`config.mk`:
```
export PLATFORM = sky130hd
export DESIGN_NAME = button_event_arbiter
export DESIGN_NICKNAME = d
export VERILOG_FILES = /design/src/rtl/btn_pkg.sv /design/src/rtl/debounce_lane.sv /design/src/rtl/button_event_arbiter.sv
export SDC_FILE = /design/constraint.sdc
export NUM_CORES = 1
export LEC_CHECK = 0
export ABC_CLOCK_PERIOD_IN_PS = 3700
export CORE_MARGIN = 2
export CORE_UTILIZATION = 45
export DETAILED_ROUTE_END_ITERATION = 16
export DONT_BUFFER_PORTS = 1
export PLACE_DENSITY_LB_ADDON = 0.25
export SYNTH_ARGS = -nofsm -noshare
export SYNTH_HDL_FRONTEND = slang
export SYNTH_SLANG_ARGS = --single-unit
```
`constraint.sdc`:
```
create_clock -name clk -period 3.7 [get_ports clk]
set_input_delay 0.37 -clock clk [delete_from_list [all_inputs] [get_ports clk]]
set_output_delay 0.37 -clock clk [all_outputs]
set_load 0.05 [all_outputs]
```
`src/rtl/btn_pkg.sv`:
```
// Shared definitions for the button event arbiter: parameter defaults,
// event-id width helper and arbiter state encoding.
package btn_pkg;

    localparam int N_BTN_DEF    = 5;
    localparam int TICK_DIV_DEF = 100000;
    localparam int SAMPLES_DEF  = 3;

    typedef enum logic {
        ARB_IDLE,
        ARB_OFFER
    } arb_state_e;

    function automatic int idw(input int n);
        return (n > 2) ? $clog2(n) : 1;
    endfunction

endpackage

```
`src/rtl/debounce_lane.sv`:
```
// One button lane: 2-flop synchronizer, tick-sampled history and hysteresis
// level. 'rise' is combinational so pending can load on the same edge as level.
module debounce_lane
    import btn_pkg::*;
#(
    parameter int SAMPLES = SAMPLES_DEF
) (
    input  logic clk,
    input  logic rst_n,
    input  logic tick,
    input  logic raw,
    output logic level,
    output logic rise
);

    logic               sync1_q;
    logic               sync2_q;
    logic [SAMPLES-1:0] hist_q;
    logic [SAMPLES-1:0] hist_d;
    logic               level_q;
    logic               level_d;

    // Level only moves when the freshly shifted history is unanimous.
    always_comb begin
        hist_d  = hist_q;
        level_d = level_q;
        if (tick) begin
            hist_d = {hist_q[SAMPLES-2:0], sync2_q};
            if (&hist_d) begin
                level_d = 1'b1;
            end else if (~|hist_d) begin
                level_d = 1'b0;
            end
        end
    end

    always_ff @(posedge clk or negedge rst_n) begin
        if (!rst_n) begin
            sync1_q <= 1'b0;
            sync2_q <= 1'b0;
            hist_q  <= '0;
            level_q <= 1'b0;
        end else begin
            sync1_q <= raw;
            sync2_q <= sync1_q;
            hist_q  <= hist_d;
            level_q <= level_d;
        end
    end

    assign level = level_q;
    assign rise  = level_d & ~level_q;

endmodule

```
`src/rtl/button_event_arbiter.sv`:
```
// Debounced push-buttons to a single round-robin press-event stream on a
// valid/ready port, with a sticky overrun flag for presses lost while pending.
module button_event_arbiter
    import btn_pkg::*;
#(
    parameter int N_BTN    = N_BTN_DEF,
    parameter int TICK_DIV = TICK_DIV_DEF,
    parameter int SAMPLES  = SAMPLES_DEF
) (
    input  logic                   clk,
    input  logic                   rst_n,
    input  logic [N_BTN-1:0]       btn_raw,
    output logic [N_BTN-1:0]       btn_level,
    output logic                   evt_valid,
    output logic [idw(N_BTN)-1:0]  evt_id,
    input  logic                   evt_ready,
    output logic                   overrun,
    input  logic                   overrun_clr
);

    localparam int IDW   = idw(N_BTN);
    localparam int CNT_W = (TICK_DIV > 1) ? $clog2(TICK_DIV) : 1;
    localparam logic [CNT_W-1:0] CNT_MAX = CNT_W'(TICK_DIV - 1);

    logic [CNT_W-1:0] cnt_q, cnt_d;
    logic             tick;
    logic [N_BTN-1:0] rise;
    logic [N_BTN-1:0] pending_q, pending_d;
    logic [N_BTN-1:0] consume, drop;
    logic             overrun_q, overrun_d;
    arb_state_e       state_q, state_d;
    logic [IDW-1:0]   id_q, id_d;
    logic [IDW-1:0]   rr_q, rr_d;
    logic [IDW-1:0]   grant_id;
    logic             grant_found;
    logic             hs;

    assign tick  = (cnt_q == CNT_MAX);
    assign cnt_d = tick ? '0 : cnt_q + CNT_W'(1);

    for (genvar i = 0; i < N_BTN; i++) begin : g_lane
        debounce_lane #(.SAMPLES(SAMPLES)) u_lane (
            .clk   (clk),
            .rst_n (rst_n),
            .tick  (tick),
            .raw   (btn_raw[i]),
            .level (btn_level[i]),
            .rise  (rise[i])
        );
    end

    assign hs = (state_q == ARB_OFFER) && evt_ready;

    // A press landing on a lane that is being consumed this cycle re-arms it
    // instead of counting as lost.
    always_comb begin
        consume = '0;
        if (hs) begin
            consume[evt_id] = 1'b1;
        end
        drop      = rise & pending_q & ~consume;
        pending_d = (pending_q & ~consume) | rise;
        overrun_d = (|drop) | (overrun_q & ~overrun_clr);
    end

    always_comb begin
        int idx;
        state_d     = state_q;
        id_d        = id_q;
        rr_d        = rr_q;
        grant_found = 1'b0;
        grant_id    = '0;
        for (int k = 0; k < N_BTN; k++) begin
            idx = int'(rr_q) + k;
            if (idx >= N_BTN) begin
                idx = idx - N_BTN;
            end
            if (!grant_found && pending_q[idx]) begin
                grant_found = 1'b1;
                grant_id    = IDW'(idx);
            end
        end
        case (state_q)
            ARB_IDLE: begin
                if (grant_found) begin
                    state_d = ARB_OFFER;
                    id_d    = grant_id;
                end
            end
            ARB_OFFER: begin
                if (evt_ready) begin
                    state_d = ARB_IDLE;
                    rr_d    = (id_q == IDW'(N_BTN - 1)) ? '0 : id_q + IDW'(1);
                end
            end
            default: state_d = ARB_IDLE;
        endcase
    end

    always_ff @(posedge clk or negedge rst_n) begin
        if (!rst_n) begin
            cnt_q     <= '0;
            pending_q <= '0;
            overrun_q <= 1'b0;
            state_q   <= ARB_IDLE;
            id_q      <= '0;
            rr_q      <= '0;
        end else begin
            cnt_q     <= cnt_d;
            pending_q <= pending_d;
            overrun_q <= overrun_d;
            state_q   <= state_d;
            id_q      <= id_d;
            rr_q      <= rr_d;
        end
    end

    assign evt_valid = (state_q == ARB_OFFER);
    assign evt_id    = id_q;
    assign overrun   = overrun_q;

endmodule

```
==> impl_summary.log, run 1 <==
[metrics] result of the run: completed
[metrics] met3 usage: 3.38%
[metrics] share of total power in the clock network: 10.9%
[metrics] most area-consuming cells after synthesis: sky130_fd_sc_hd__dfrtp_1 39%, sky130_fd_sc_hd__ha_1 5.6%, sky130_fd_sc_hd__nand2_1 3.7%
[metrics] logic depth of the worst register-to-register path: 9
[metrics] worst relative slew slack: 51.7%
[metrics] combinational cell fraction of total power: 61.6%
[metrics] share of the cycle needed by the critical path after routing: 86.0%
[metrics] CTS Buf Count: 5
[metrics] maximum number of pins on one net before global-route repair: 56
[metrics] ant diodes: 0
[metrics] worst-path cell with the longest stage delay: sky130_fd_sc_hd__o31ai_1
[metrics] origin of the worst setup path: rr_q[1]$_DFFE_PN0P_
[metrics] endpoint class of the critical path: flip-flop
[metrics] number of filler cells placed in the layout: 717
[metrics] slew at the pin closest to its max-slew limit: 0.724 ns
[metrics] Pre-antenna DRT Iters: 5
[metrics] CP required: 3.91 ns
[metrics] post-CTS setup buffer count: 0
[metrics] estimated wirelength of the detail-placed design: 5.42 mm
[metrics] final wirelength: 7.45 mm
[metrics] cell accounting for the most synthesized area: sky130_fd_sc_hd__dfrtp_1
[metrics] Root Driver: sky130_fd_sc_hd__clkbuf_8
[metrics] startpoint-to-endpoint class of the critical path: flip-flop to flip-flop
[metrics] unrepaired setup endpoints after global routing: no
[metrics] post-synth top area share: 38.6%
[metrics] busiest metal layer after global routing: met2
[metrics] Antenna Violating Nets Remaining: 0
[metrics] synthesized area: 3560 um2
[metrics] worst clock skew on the final layout: 0.00546 ns
[metrics] maximum fanout along the worst path: 14
[metrics] end of the critical path: evt_id[2]$_DFFE_PN0P_
[metrics] async set or reset register ratio after synthesis: 100%
[metrics] Cells after Synth: 381
[metrics] Switching Fraction: 48.9%
[metrics] total core area: 7690 um2
[metrics] net load switching power: 1.58 mW
[metrics] Max Clock Freq: 0.314 GHz
[metrics] number of warnings issued by yosys: 0
[metrics] power share of the sequential group: 27.5%
[metrics] sum of negative setup slack: 0 ns
[metrics] critical path, cell by cell: buf_4 -> ha_1 -> a211o_1 -> o31ai_1 -> o21ai_1 -> a221oi_2 -> nor4b_4 -> a31oi_1 -> o221a_1
[metrics] TritonCTS clock tree: built
[metrics] routability-driven placement congestion ratio: 0.950
[metrics] leakage component of the power: 1.62 nW
[metrics] overall fraction of global-route tracks in use: 18.6%
[metrics] launch point of the worst reg-to-reg path: rr_q[1]$_DFFE_PN0P_
[metrics] M2 GR Usage: 28.6%
[metrics] vias after detailed routing: 2870
[metrics] library cells used by synthesis: 71
[metrics] clock edge transition at the registers on the reported setup and hold paths: 0.10 ns
[metrics] insertion delay to the later sink of the worst-skew pair: 0.31 ns
[metrics] overall power consumption: 3.22 mW
[metrics] Resized Gates After CTS: 0
[metrics] met1 Track Usage GR: 26.3%
[metrics] CTS Hold Buffers Added: 2
[metrics] # nets final: 399
[metrics] count of endpoints failing setup in the final report: 0
[metrics] sequential fraction of the synthesis area: 38.6%
[metrics] number of max-cap violations: 0
[metrics] Critical Path Max Stage Delay: 0.40 ns
[metrics] worst-case register-to-register setup slack: 0.52 ns
[metrics] die extent in y: 93.0 um
[metrics] TritonCTS sink count: 55
[metrics] Critical Path AT: 3.39 ns
[metrics] Rows: 32
[metrics] register bit count reported by yosys: 55
[metrics] critical path startpoint category: flip-flop
[metrics] global-route wire length before repair: 12.9 mm
[metrics] signed area change from the synthesized netlist to the final layout: 5.66%
[metrics] Synthesized Nets: 406
[metrics] number of violations reported at the end of detailed-routing iteration 0: 181
[metrics] hold depth: 0
[metrics] final cell count without fillers: 477
[metrics] combined flip-flop and latch cell area: 1380 um2
[metrics] Fin. Hold Viols: 0
[metrics] overall die width: 93.0 um
[metrics] depth of the CTS H-tree: 2
[metrics] share of layout cells above drive strength 1: 10.4%
[metrics] DR vias/cell: 6.02
[metrics] fin. max-slew vios: 0
[metrics] initial antenna violation count: 0
[metrics] Wirelength per Cell: 15.6 um
[metrics] full die area: 8640 um2
[metrics] FF-to-FF End: evt_id[2]$_DFFE_PN0P_
[metrics] buffer levels on the longest clock path: 2
[metrics] most frequently used flop master after synthesis: sky130_fd_sc_hd__dfrtp_1
[metrics] Avg Inst Size Synth: 9.35 um2
[metrics] area used by multi-input combinational logic: 2010 um2
[metrics] count of port buffers added during placement: 0
[metrics] P_int: 1.65 mW
[metrics] Pwr Density: 857 nW/um2
[metrics] DRC violations left: 0
[metrics] crit path time final: 3.18 ns
[metrics] worst voltage drop across the vdd grid: 0.000329 V
[metrics] class of the worst hold path: primary input to flip-flop
[metrics] number of global-route vias before repair: 2631
[metrics] starting utilization of the core area: 46.3%
[metrics] total overflow reported by the global router: 0
[metrics] Post-synth EDFFs: 0
[metrics] Post-Place Cells: 467
[metrics] IO Count: 19
## flip-flops by register name, indices dropped and copies added, names as in the netlist
| signal | count |
|---|---|
| g_lane.u_lane.level | 5 |
| g_lane.u_lane.sync2_q | 5 |
| g_lane.u_lane.sync1_q | 5 |
| g_lane.u_lane.hist_q | 10 |
| evt_valid | 1 |
| pending_q | 5 |
| cnt_q | 17 |
| evt_id | 3 |
| overrun | 1 |
| rr_q | 3 |
## placed cells by master, fill, tap and decap left out, types with 9 or more instances in the layout
cell and count:
sky130_fd_sc_hd__mux2_2 10, sky130_fd_sc_hd__dfrtp_1 55, sky130_fd_sc_hd__nor2b_1 9, sky130_fd_sc_hd__a21oi_1 18, sky130_fd_sc_hd__inv_1 17, sky130_fd_sc_hd__nor2_1 28, sky130_fd_sc_hd__o21ai_0 15, sky130_fd_sc_hd__nand3_1 12
sky130_fd_sc_hd__xnor2_1 12, sky130_fd_sc_hd__ha_1 16, sky130_fd_sc_hd__nand2_1 35
## area by class of cell
cell class / count / area share, %
Clock buffer: 5 / 1.83
Clock inverter: 3 / 0.731
Inverter: 18 / 1.80
Multi-Input combinational cell: 286 / 53.5
Sequential cell: 55 / 36.6
Tap cell: 102 / 3.39
Timing Repair Buffer: 8 / 2.19
## synth_stat cells, types with 9 or more instances
cell type and n:
sky130_fd_sc_hd__nand3_1 12, sky130_fd_sc_hd__xnor2_1 12, sky130_fd_sc_hd__mux2_2 10, sky130_fd_sc_hd__nand2_1 35
sky130_fd_sc_hd__a21oi_1 18, sky130_fd_sc_hd__clkbuf_1 12, sky130_fd_sc_hd__nor2b_1 9, sky130_fd_sc_hd__nor2_1 28
sky130_fd_sc_hd__inv_1 17, sky130_fd_sc_hd__ha_1 16, sky130_fd_sc_hd__dfrtp_1 55, sky130_fd_sc_hd__o21ai_0 15
## routing by layer
layer  vias up  part of all wire [%]  wire length (um)
met5         -                     0                 0
met4         0                   2.9               215
met3        15                   5.5               407
met2        86                    46              3460
met1      1402                    45              3360
li1       1367                     -                 -
## worst min-delay path by stage
| stage | startpoint | endpoint |
|---|---|---|
| final | btn_raw[0] | g_lane[0].u_lane.sync1_q$_DFF_PN0_ |
| after floorplan | rst_n | cnt_q[0]$_DFF_PN0_ |
| after CTS | btn_raw[0] | g_lane[0].u_lane.sync1_q$_DFF_PN0_ |
| after detailed placement | rst_n | evt_id[1]$_DFFE_PN0P_ |
| after global routing | btn_raw[3] | g_lane[3].u_lane.sync1_q$_DFF_PN0_ |
| after global placement | rst_n | evt_id[1]$_DFFE_PN0P_ |
## cell families (layout without fill, tap and decap cells)
logic type / Yosys count / in the layout / share of synthesized area (%)
compound gates: 102 / 102 / 20.2
xor+xnor: 17 / 17 / 4.18
fa+ha+maj: 16 / 16 / 5.62
buf+inv: 40 / 34 / 5.09
flops: 55 / 55 / 38.6
mux: 19 / 19 / 6.74
simple gates: 132 / 132 / 19.5
## power groups by stage
stage | combinational, mW | sequential [mW] | clock, mW
after global placement | 1.92 | 0.896 | 0
after global routing | 2.20 | 0.902 | 0.391
final | 1.99 | 0.887 | 0.350
after CTS | 1.97 | 0.884 | 0.365
after floorplan | 1.58 | 0.841 | 0
after detailed placement | 1.94 | 0.895 | 0
## stage by stage
| step | hold WS [ns] | area (um2) | worst slack, ns | utilization [%] |
|---|---|---|---|---|
| final | 0.0763 | 3760 | 0.519 | 49.0 |
| after global routing | 0.0436 | 3760 | 0.273 | 49.0 |
| after CTS | 0.0624 | 3760 | 0.536 | 49.0 |
| after detailed placement | 0.0751 | 3630 | 0.534 | 47.2 |
| after global placement | 0.0754 | 3630 | 0.655 | 47.2 |
| after floorplan | 0.0744 | 3560 | 0.473 | - |
## critical path, delay by kind of cell (launching register included)
family	cells	cell delay [ns]
adder cells (fa/ha/maj)	1	0.36
buffers and inverters	1	0.19
flip-flops	1	0.39
AND/OR/NAND/NOR	1	0.40
AO/OA/AOI/OAI	6	1.73
No activity file was read; power rests on OpenSTA's default activity.
==> run 2, diff against run 1 <==
Settings changed: ABC_CLOCK_PERIOD_IN_PS 3700 to 2600.
Clock period 3.7 ns to 2.6 ns, I/O delays scaled along.
==> run 2 against run 1 <==
The flow now finishes with violations (negative setup slack). Wire length grew 15%. Via count is 7.9% higher. Count of clock-buffer cells in the layout rose by 1. Register-to-register slack got worse by 0.59 ns. Critical path type unchanged. Critical endpoint is now evt_id[0]$_DFFE_PN0P_. Largest power group unchanged. Highest routed layer unchanged.
==> impl_summary.log, run 2 (same netlist as run 1, synthesis figures left out) <==
[metrics] share of layout cells above drive strength 1: 28.1%
[metrics] Rows: 32
[metrics] critical path, cell by cell: inv_4 -> ha_4 -> inv_2 -> ha_4 -> or3_4 -> o211ai_4 -> mux2i_1 -> a211oi_2 -> or2_4 -> o311a_1 -> o32ai_1
[metrics] worst voltage drop across the vdd grid: 0.000508 V
[metrics] TritonCTS sink count: 55
[metrics] Pwr Density: 1350 nW/um2
[metrics] maximum fanout along the worst path: 6
[metrics] Final Worst Setup Slack: -0.0674 ns
[metrics] FF-to-FF End: evt_id[0]$_DFFE_PN0P_
[metrics] slew at the pin closest to its max-slew limit: 0.534 ns
[metrics] worst relative slew slack: 64.4%
[metrics] overall power consumption: 6.00 mW
[metrics] worst-case register-to-register setup slack: -0.07 ns
[metrics] met3 WL: 420 um
[metrics] initial antenna violation count: 0
[metrics] # nets final: 458
[metrics] DRC violations left: 0
[metrics] buffer levels on the longest clock path: 2
[metrics] launch point of the worst reg-to-reg path: rr_q[0]$_DFFE_PN0P_
[metrics] CTS Buf Count: 5
[metrics] number of violations reported at the end of detailed-routing iteration 0: 161
[metrics] number of global-route vias before repair: 3062
[metrics] estimated wirelength of the detail-placed design: 6.15 mm
[metrics] biggest regs: cnt_q (17), g_lane.u_lane.hist_q (10)
[metrics] critical path startpoint category: flip-flop
[metrics] clock edge transition at the registers on the reported setup and hold paths: 0.11 ns
[metrics] count of port buffers added during placement: 0
[metrics] violated checks: negative setup slack
[metrics] vias after detailed routing: 3098
[metrics] leakage component of the power: 1.93 nW
[metrics] standard cell area after detailed placement: 4060 um2
[metrics] number of filler cells placed in the layout: 683
[metrics] buffer and inverter count on the worst path: 2
[metrics] overall fraction of global-route tracks in use: 20.7%
[metrics] kind of cell adding the most delay to the critical path: compound AO/OA/AOI/OAI gates
[metrics] die extent in y: 93.0 um
[metrics] Critical Path AT: 2.89 ns
[metrics] total non-filler cell area in the finished layout: 4440 um2
[metrics] hold depth: 3
[metrics] count of endpoints failing setup in the final report: 3
[metrics] unrepaired setup endpoints after global routing: yes
[metrics] final wirelength: 8.58 mm
[metrics] insertion delay to the later sink of the worst-skew pair: 0.32 ns
[metrics] number of flip-flops in the largest register: 17
[metrics] full die area: 8640 um2
[metrics] hold-critical path endpoint: overrun$_DFF_PN0_
[metrics] startpoint of the tightest hold check path: overrun_clr
[metrics] startpoint-to-endpoint class of the critical path: flip-flop to flip-flop
[metrics] logic depth of the worst register-to-register path: 11
[metrics] global-route wire length before repair: 14.2 mm
[metrics] result of the run: finished, violations left
[metrics] most common library cell in the layout ignoring fill and taps: sky130_fd_sc_hd__buf_4
[metrics] class of the worst hold path: primary input to flip-flop
[metrics] Critical Path Max Stage Delay: 0.48 ns
[metrics] routability-driven placement congestion ratio: 0.975
[metrics] starting utilization of the core area: 46.3%
[metrics] crit path time final: 2.67 ns
[metrics] Fin. Hold Viols: 0
[metrics] signed area change from the synthesized netlist to the final layout: 24.8%
[metrics] worst-path cell with the longest stage delay: sky130_fd_sc_hd__dfrtp_2
[metrics] final cell count without fillers: 536
[metrics] maximum number of pins on one net before global-route repair: 56
[metrics] endpoint class of the critical path: flip-flop
[metrics] ant diodes: 0
[metrics] Pre-antenna DRT Iters: 5
[metrics] total core area: 7690 um2
[metrics] Antenna Violating Nets Remaining: 0
[metrics] TritonCTS clock tree: built
[metrics] fraction of the core area covered by cells at the end of the flow: 57.8%
[metrics] CP most frequent cell: sky130_fd_sc_hd__ha_4
[metrics] depth of the CTS H-tree: 2
[metrics] worst clock skew on the final layout: 0.0130 ns
[metrics] Most flops, register: cnt_q
[metrics] top library cells by usage in the layout, fill and taps aside: 56 x sky130_fd_sc_hd__buf_4, 52 x sky130_fd_sc_hd__dfrtp_1, 35 x sky130_fd_sc_hd__nand2_1, 26 x sky130_fd_sc_hd__nor2_1, 18 x sky130_fd_sc_hd__a21oi_1
[metrics] share of the cycle needed by the critical path after routing: 103%
[metrics] DR vias/cell: 5.78
[metrics] top routing layer in use: met4
[metrics] fin. max-slew vios: 0
[metrics] Routed met1 length: 3.81 mm
[metrics] Post-Place Cells: 514
[metrics] detailed-routed wire length on met2: 4.15 mm
[metrics] CP required: 2.83 ns
[metrics] Root Driver: sky130_fd_sc_hd__clkbuf_8
[metrics] Wirelength per Cell: 16.0 um
[metrics] total overflow reported by the global router: 0
[metrics] IO Count: 19
[metrics] number of max-cap violations: 0
[metrics] Max Clock Freq: 0.375 GHz
[metrics] overall die width: 93.0 um
-- run 2: changes by cell type in the layout (fill, tap and decap cells not counted), moves of 3 or more --
cell / delta
sky130_fd_sc_hd__ha_2: +4
sky130_fd_sc_hd__ha_1: -7
sky130_fd_sc_hd__ha_4: +3
sky130_fd_sc_hd__buf_4: +50
sky130_fd_sc_hd__dfrtp_2: +3
sky130_fd_sc_hd__dfrtp_1: -3
sky130_fd_sc_hd__dlygate4sd3_1: +5
sky130_fd_sc_hd__inv_1: -3
-- run 2: per-stage QoR --
stage | TNS (ns) | setup WS [ns] | hold slack, ns
2_1_floorplan | -0.605 | -0.280 | -0.0356
3_3_place_gp | -0.389 | -0.171 | -0.0346
3_5_place_dp | -0.498 | -0.218 | -0.0343
4_1_cts | -0.178 | -0.0655 | 0.148
5_1_grt | -0.881 | -0.261 | 0.160
6_report | -0.191 | -0.0674 | 0.152
-- run 2: power breakdown --
part           switching [mW]  internal (mW)  total, mW  leakage (nW)
clock network           0.287          0.218      0.505        0.0474
logic                    2.28           2.11       4.39          1.17
registers               0.132          0.964       1.10         0.710
-- run 2: worst reg2reg max path, cell delays in order (launching register included) --
cell and delay (ns):
sky130_fd_sc_hd__dfrtp_2 0.48, sky130_fd_sc_hd__inv_4 0.11, sky130_fd_sc_hd__ha_4 0.13, sky130_fd_sc_hd__inv_2 0.04, sky130_fd_sc_hd__ha_4 0.21, sky130_fd_sc_hd__or3_4 0.40
sky130_fd_sc_hd__o211ai_4 0.11, sky130_fd_sc_hd__mux2i_1 0.23, sky130_fd_sc_hd__a211oi_2 0.11, sky130_fd_sc_hd__or2_4 0.24, sky130_fd_sc_hd__o311a_1 0.29, sky130_fd_sc_hd__o32ai_1 0.21
-- run 2: repair_timing --
item | 4_1_cts | 5_1_grt
endpoints found under the setup margin | 3 | 4
hold buffers | 7 | 0
hold endpoints to repair | 60 | 0
pin swaps | 4 | 10
setup buffers | 7 | 0
gates resized for setup | 15 | 16
-- run 2: metal layers --
| metal | vias up | global-route usage, % |
|---|---|---|
| met3 | 19 | 3.79 |
| met5 | - | 0 |
| met2 | 90 | 35.1 |
| met1 | 1500 | 26.4 |
| li1 | 1489 | - |
| met4 | 0 | 8.21 |
-- run 2: how the worst max path moves through the flow --
stage	startpoint	to	cells after the start
floorplan	rr_q[1]$_DFFE_PN0P_	evt_id[0]$_DFFE_PN0P_	13
global route	rr_q[1]$_DFFE_PN0P_	evt_id[2]$_DFFE_PN0P_	11
CTS	rr_q[0]$_DFFE_PN0P_	evt_id[0]$_DFFE_PN0P_	11
detailed placement	rr_q[0]$_DFFE_PN0P_	evt_id[2]$_DFFE_PN0P_	7
global placement	rr_q[1]$_DFFE_PN0P_	evt_id[2]$_DFFE_PN0P_	9
finish	rr_q[0]$_DFFE_PN0P_	evt_id[0]$_DFFE_PN0P_	11
-- run 2: layout make-up --
class	instances	area [um2]	share of cell area, %
repair buffers	67	571	12.8
clock inverters	2	16.3	0.366
clock buffers	6	82.6	1.86
flip-flops and latches	55	1380	31.1
inverters	18	77.6	1.75
multi-input cells	286	2190	49.3
well taps	102	128	2.87
==> run 3, diff against run 2 <==
Settings changed: SYNTH_HIERARCHICAL set to 1.
==> run 3 against run 2 <==
The run still ends with negative setup slack left. Non-clock buffer count down 3. Via count down 10%. First-iteration DRC count down 30%. Worst hold slack better by 0.12 ns. Global-route usage down 1.7 points. Synthesized area down 3.7%. Fmax down 11%. Total power down 76%. Highest routed layer unchanged.
==> impl_summary.log, run 3 <==
[metrics] result of the run: finished, violations left
[metrics] violated checks: negative setup slack
[metrics] share of the cycle needed by the critical path after routing: 115%
[metrics] worst voltage drop across the vdd grid: 0.000424 V
[metrics] critical path startpoint category: flip-flop
[metrics] library cells used by synthesis: 63
[metrics] DR vias/cell: 5.41
[metrics] standard cell area after detailed placement: 3930 um2
[metrics] total overflow reported by the global router: 0
[metrics] startpoint-to-endpoint class of the critical path: flip-flop to flip-flop
[metrics] number of max-cap violations: 0
[metrics] logic depth of the worst register-to-register path: 12
[metrics] most area-consuming cells after synthesis: sky130_fd_sc_hd__dfrtp_1 40%, sky130_fd_sc_hd__ha_1 5.8%, sky130_fd_sc_hd__mux2_2 3.9%
[metrics] number of warnings issued by yosys: 6
[metrics] final wirelength: 7.55 mm
[metrics] fin. max-slew vios: 0
[metrics] most frequently used flop master after synthesis: sky130_fd_sc_hd__dfrtp_1
[metrics] TritonCTS sink count: 55
[metrics] Critical Path AT: 3.18 ns
[metrics] total non-filler cell area in the finished layout: 4240 um2
[metrics] sequential fraction of the synthesis area: 40.1%
[metrics] total core area: 7330 um2
[metrics] overall fraction of global-route tracks in use: 19.1%
[metrics] Cells after Synth: 355
[metrics] share of layout cells above drive strength 1: 27.0%
[metrics] worst-case register-to-register setup slack: -0.38 ns
[metrics] final cell count without fillers: 514
[metrics] number of violations reported at the end of detailed-routing iteration 0: 113
[metrics] unrepaired setup endpoints after global routing: yes
[metrics] buffer levels on the longest clock path: 2
[metrics] CTS Buf Count: 5
[metrics] global-route wire length before repair: 12.8 mm
[metrics] Post-synth EDFFs: 0
[metrics] worst relative slew slack: 56.3%
[metrics] met3 usage: 3.98%
[metrics] critical path, cell by cell: inv_2 -> ha_4 -> inv_2 -> ha_4 -> or4_4 -> o211a_4 -> mux2_4 -> a31o_4 -> nor4_4 -> buf_6 -> nor2_2 -> a221o_1
[metrics] maximum number of pins on one net before global-route repair: 56
[metrics] count of endpoints failing setup in the final report: 4
[metrics] biggest regs: cnt_q (17), g_lane.u_lane/hist_q (10)
[metrics] synthesized area: 3430 um2
[metrics] CP required: 2.80 ns
[metrics] endpoint class of the critical path: flip-flop
[metrics] Max Clock Freq: 0.335 GHz
[metrics] maximum fanout along the worst path: 7
[metrics] clock edge transition at the registers on the reported setup and hold paths: 0.10 ns
[metrics] Pwr Density: 343 nW/um2
[metrics] vias after detailed routing: 2783
[metrics] launch point of the worst reg-to-reg path: rr_q[1]$_DFFE_PN0P_
[metrics] met1 Track Usage GR: 26.4%
[metrics] IO Count: 19
[metrics] depth of the CTS H-tree: 2
[metrics] routability-driven placement congestion ratio: 0.868
[metrics] insertion delay to the later sink of the worst-skew pair: 0.31 ns
[metrics] estimated wirelength of the detail-placed design: 5.67 mm
[metrics] end of the critical path: evt_id[1]$_DFFE_PN0P_
[metrics] post-synth top area share: 40.1%
[metrics] number of filler cells placed in the layout: 630
[metrics] Fin. Hold Viols: 0
[metrics] cell types with the highest counts after synthesis: 55 x sky130_fd_sc_hd__dfrtp_1, 32 x sky130_fd_sc_hd__nor2_1, 25 x sky130_fd_sc_hd__nand2_1
[metrics] async set or reset register ratio after synthesis: 100%
[metrics] hold depth: 5
[metrics] cell accounting for the most synthesized area: sky130_fd_sc_hd__dfrtp_1
[metrics] sum of negative setup slack: -1.26 ns
[metrics] Rows: 31
[metrics] register bit count reported by yosys: 55
[metrics] number of flip-flops in the largest register: 17
[metrics] worst hold slack across all endpoints: 0.272 ns
[metrics] Antenna Violating Nets Remaining: 0
[metrics] origin of the worst setup path: rr_q[1]$_DFFE_PN0P_
[metrics] number of global-route vias before repair: 2709
[metrics] overall die width: 91.3 um
[metrics] Most flops, register: cnt_q
[metrics] Wirelength per Cell: 14.7 um
[metrics] DRC violations left: 0
[metrics] M2 GR Usage: 30.3%
[metrics] top-count cell post-synth: sky130_fd_sc_hd__dfrtp_1
[metrics] Avg Inst Size Synth: 9.67 um2
[metrics] overall power consumption: 1.45 mW
[metrics] Final Worst Setup Slack: -0.383 ns
[metrics] Pre-antenna DRT Iters: 4
[metrics] initial antenna violation count: 0
[metrics] slew at the pin closest to its max-slew limit: 0.655 ns
[metrics] Root Driver: sky130_fd_sc_hd__clkbuf_8
[metrics] Critical Path Max Stage Delay: 0.43 ns
[metrics] ant diodes: 0
[metrics] class of the worst hold path: primary input to flip-flop
[metrics] busiest metal layer after global routing: met2
[metrics] top library cells by usage in the layout, fill and taps aside: 54 x sky130_fd_sc_hd__dfrtp_1, 54 x sky130_fd_sc_hd__buf_4, 31 x sky130_fd_sc_hd__nor2_1, 25 x sky130_fd_sc_hd__nand2_1, 19 x sky130_fd_sc_hd__nand3_1
[metrics] Synthesized Nets: 380
[metrics] worst-path cell with the longest stage delay: sky130_fd_sc_hd__dfrtp_1
[metrics] signed area change from the synthesized netlist to the final layout: 23.5%
[metrics] # nets final: 439
[metrics] crit path time final: 2.98 ns
[metrics] worst clock skew on the final layout: 0.00760 ns
[metrics] TritonCTS clock tree: built
[metrics] starting utilization of the core area: 46.8%
[metrics] full die area: 8340 um2
[metrics] Post-Place Cells: 493
[metrics] FF-to-FF End: evt_id[1]$_DFFE_PN0P_
[metrics] count of port buffers added during placement: 0
[metrics] die extent in y: 91.3 um
[metrics] leakage component of the power: 1.97 nW
==> run 3: metal layers <==
metal	part of all wire [%]	wire length, um	up-vias
li1	-	-	1401
met1	48	3640	1329
met2	46	3490	46
met3	4.3	324	7
met4	1.3	98	0
met5	0	0	-
==> run 3: cell families after synthesis <==
family / synth area share, %
compound gates: 17.5
xor+xnor: 4.81
fa+ha+maj: 5.83
buf+inv: 4.12
flops: 40.1
mux: 8.09
simple gates: 19.6
==> run 3: repair_timing <==
item | CTS | global route
pin swaps | 7 | 4
buffers inserted | 4 | 2
hold buffers | 7 | 0
endpoints found under the hold margin | 60 | 0
gates resized for setup | 7 | 7
endpoints found under the setup margin | 4 | 4
==> run 3: worst min path at each step <==
stage	from	end	slack, ns
after floorplan	rst_n	cnt_q[0]$_DFF_PN0_	-0.04
after global placement	rst_n	g_lane[3].u_lane/sync2_q$_DFF_PN0_	-0.03
after detailed placement	rst_n	g_lane[1].u_lane/level$_DFF_PN0_	-0.03
after CTS	overrun_clr	overrun$_DFF_PN0_	0.27
after global routing	overrun_clr	overrun$_DFF_PN0_	0.29
final	overrun_clr	overrun$_DFF_PN0_	0.27
==> run 3: critical path, delay by kind of cell (launching register included) <==
kind	cells	cell delay (ns)
buffers and inverters	3	0.34
adder cells (fa/ha/maj)	2	0.36
flip-flops	1	0.43
AND/OR/NAND/NOR	3	0.72
AO/OA/AOI/OAI	3	0.71
multiplexers	1	0.30
==> run 3: metrics by stage <==
| stage | utilization [%] | setup slack [ns] |
|---|---|---|
| floorplan | - | -0.743 |
| global placement | 53.6 | -0.413 |
| detailed placement | 53.6 | -0.458 |
| CTS | 57.2 | -0.376 |
| global route | 57.8 | -0.518 |
| finish | 57.8 | -0.383 |
==> run 3: layout make-up <==
class	instances	area [um2]	area share (%)
Tap cell	99	124	2.92
Clock inverter	2	38.8	0.915
Sequential cell	55	1380	32.5
Clock buffer	6	72.6	1.71
Inverter	18	75.1	1.77
Timing Repair Buffer	64	536	12.6
Multi-Input combinational cell	270	2020	47.6
==> run 3: report_power, final <==
group	switching, mW	leakage, nW	internal (mW)
sequential	0.00374	0.729	0.862
clock	0.269	0.0558	0.291
combinational	0.0175	1.18	0.0105
total	0.290	1.97	1.16
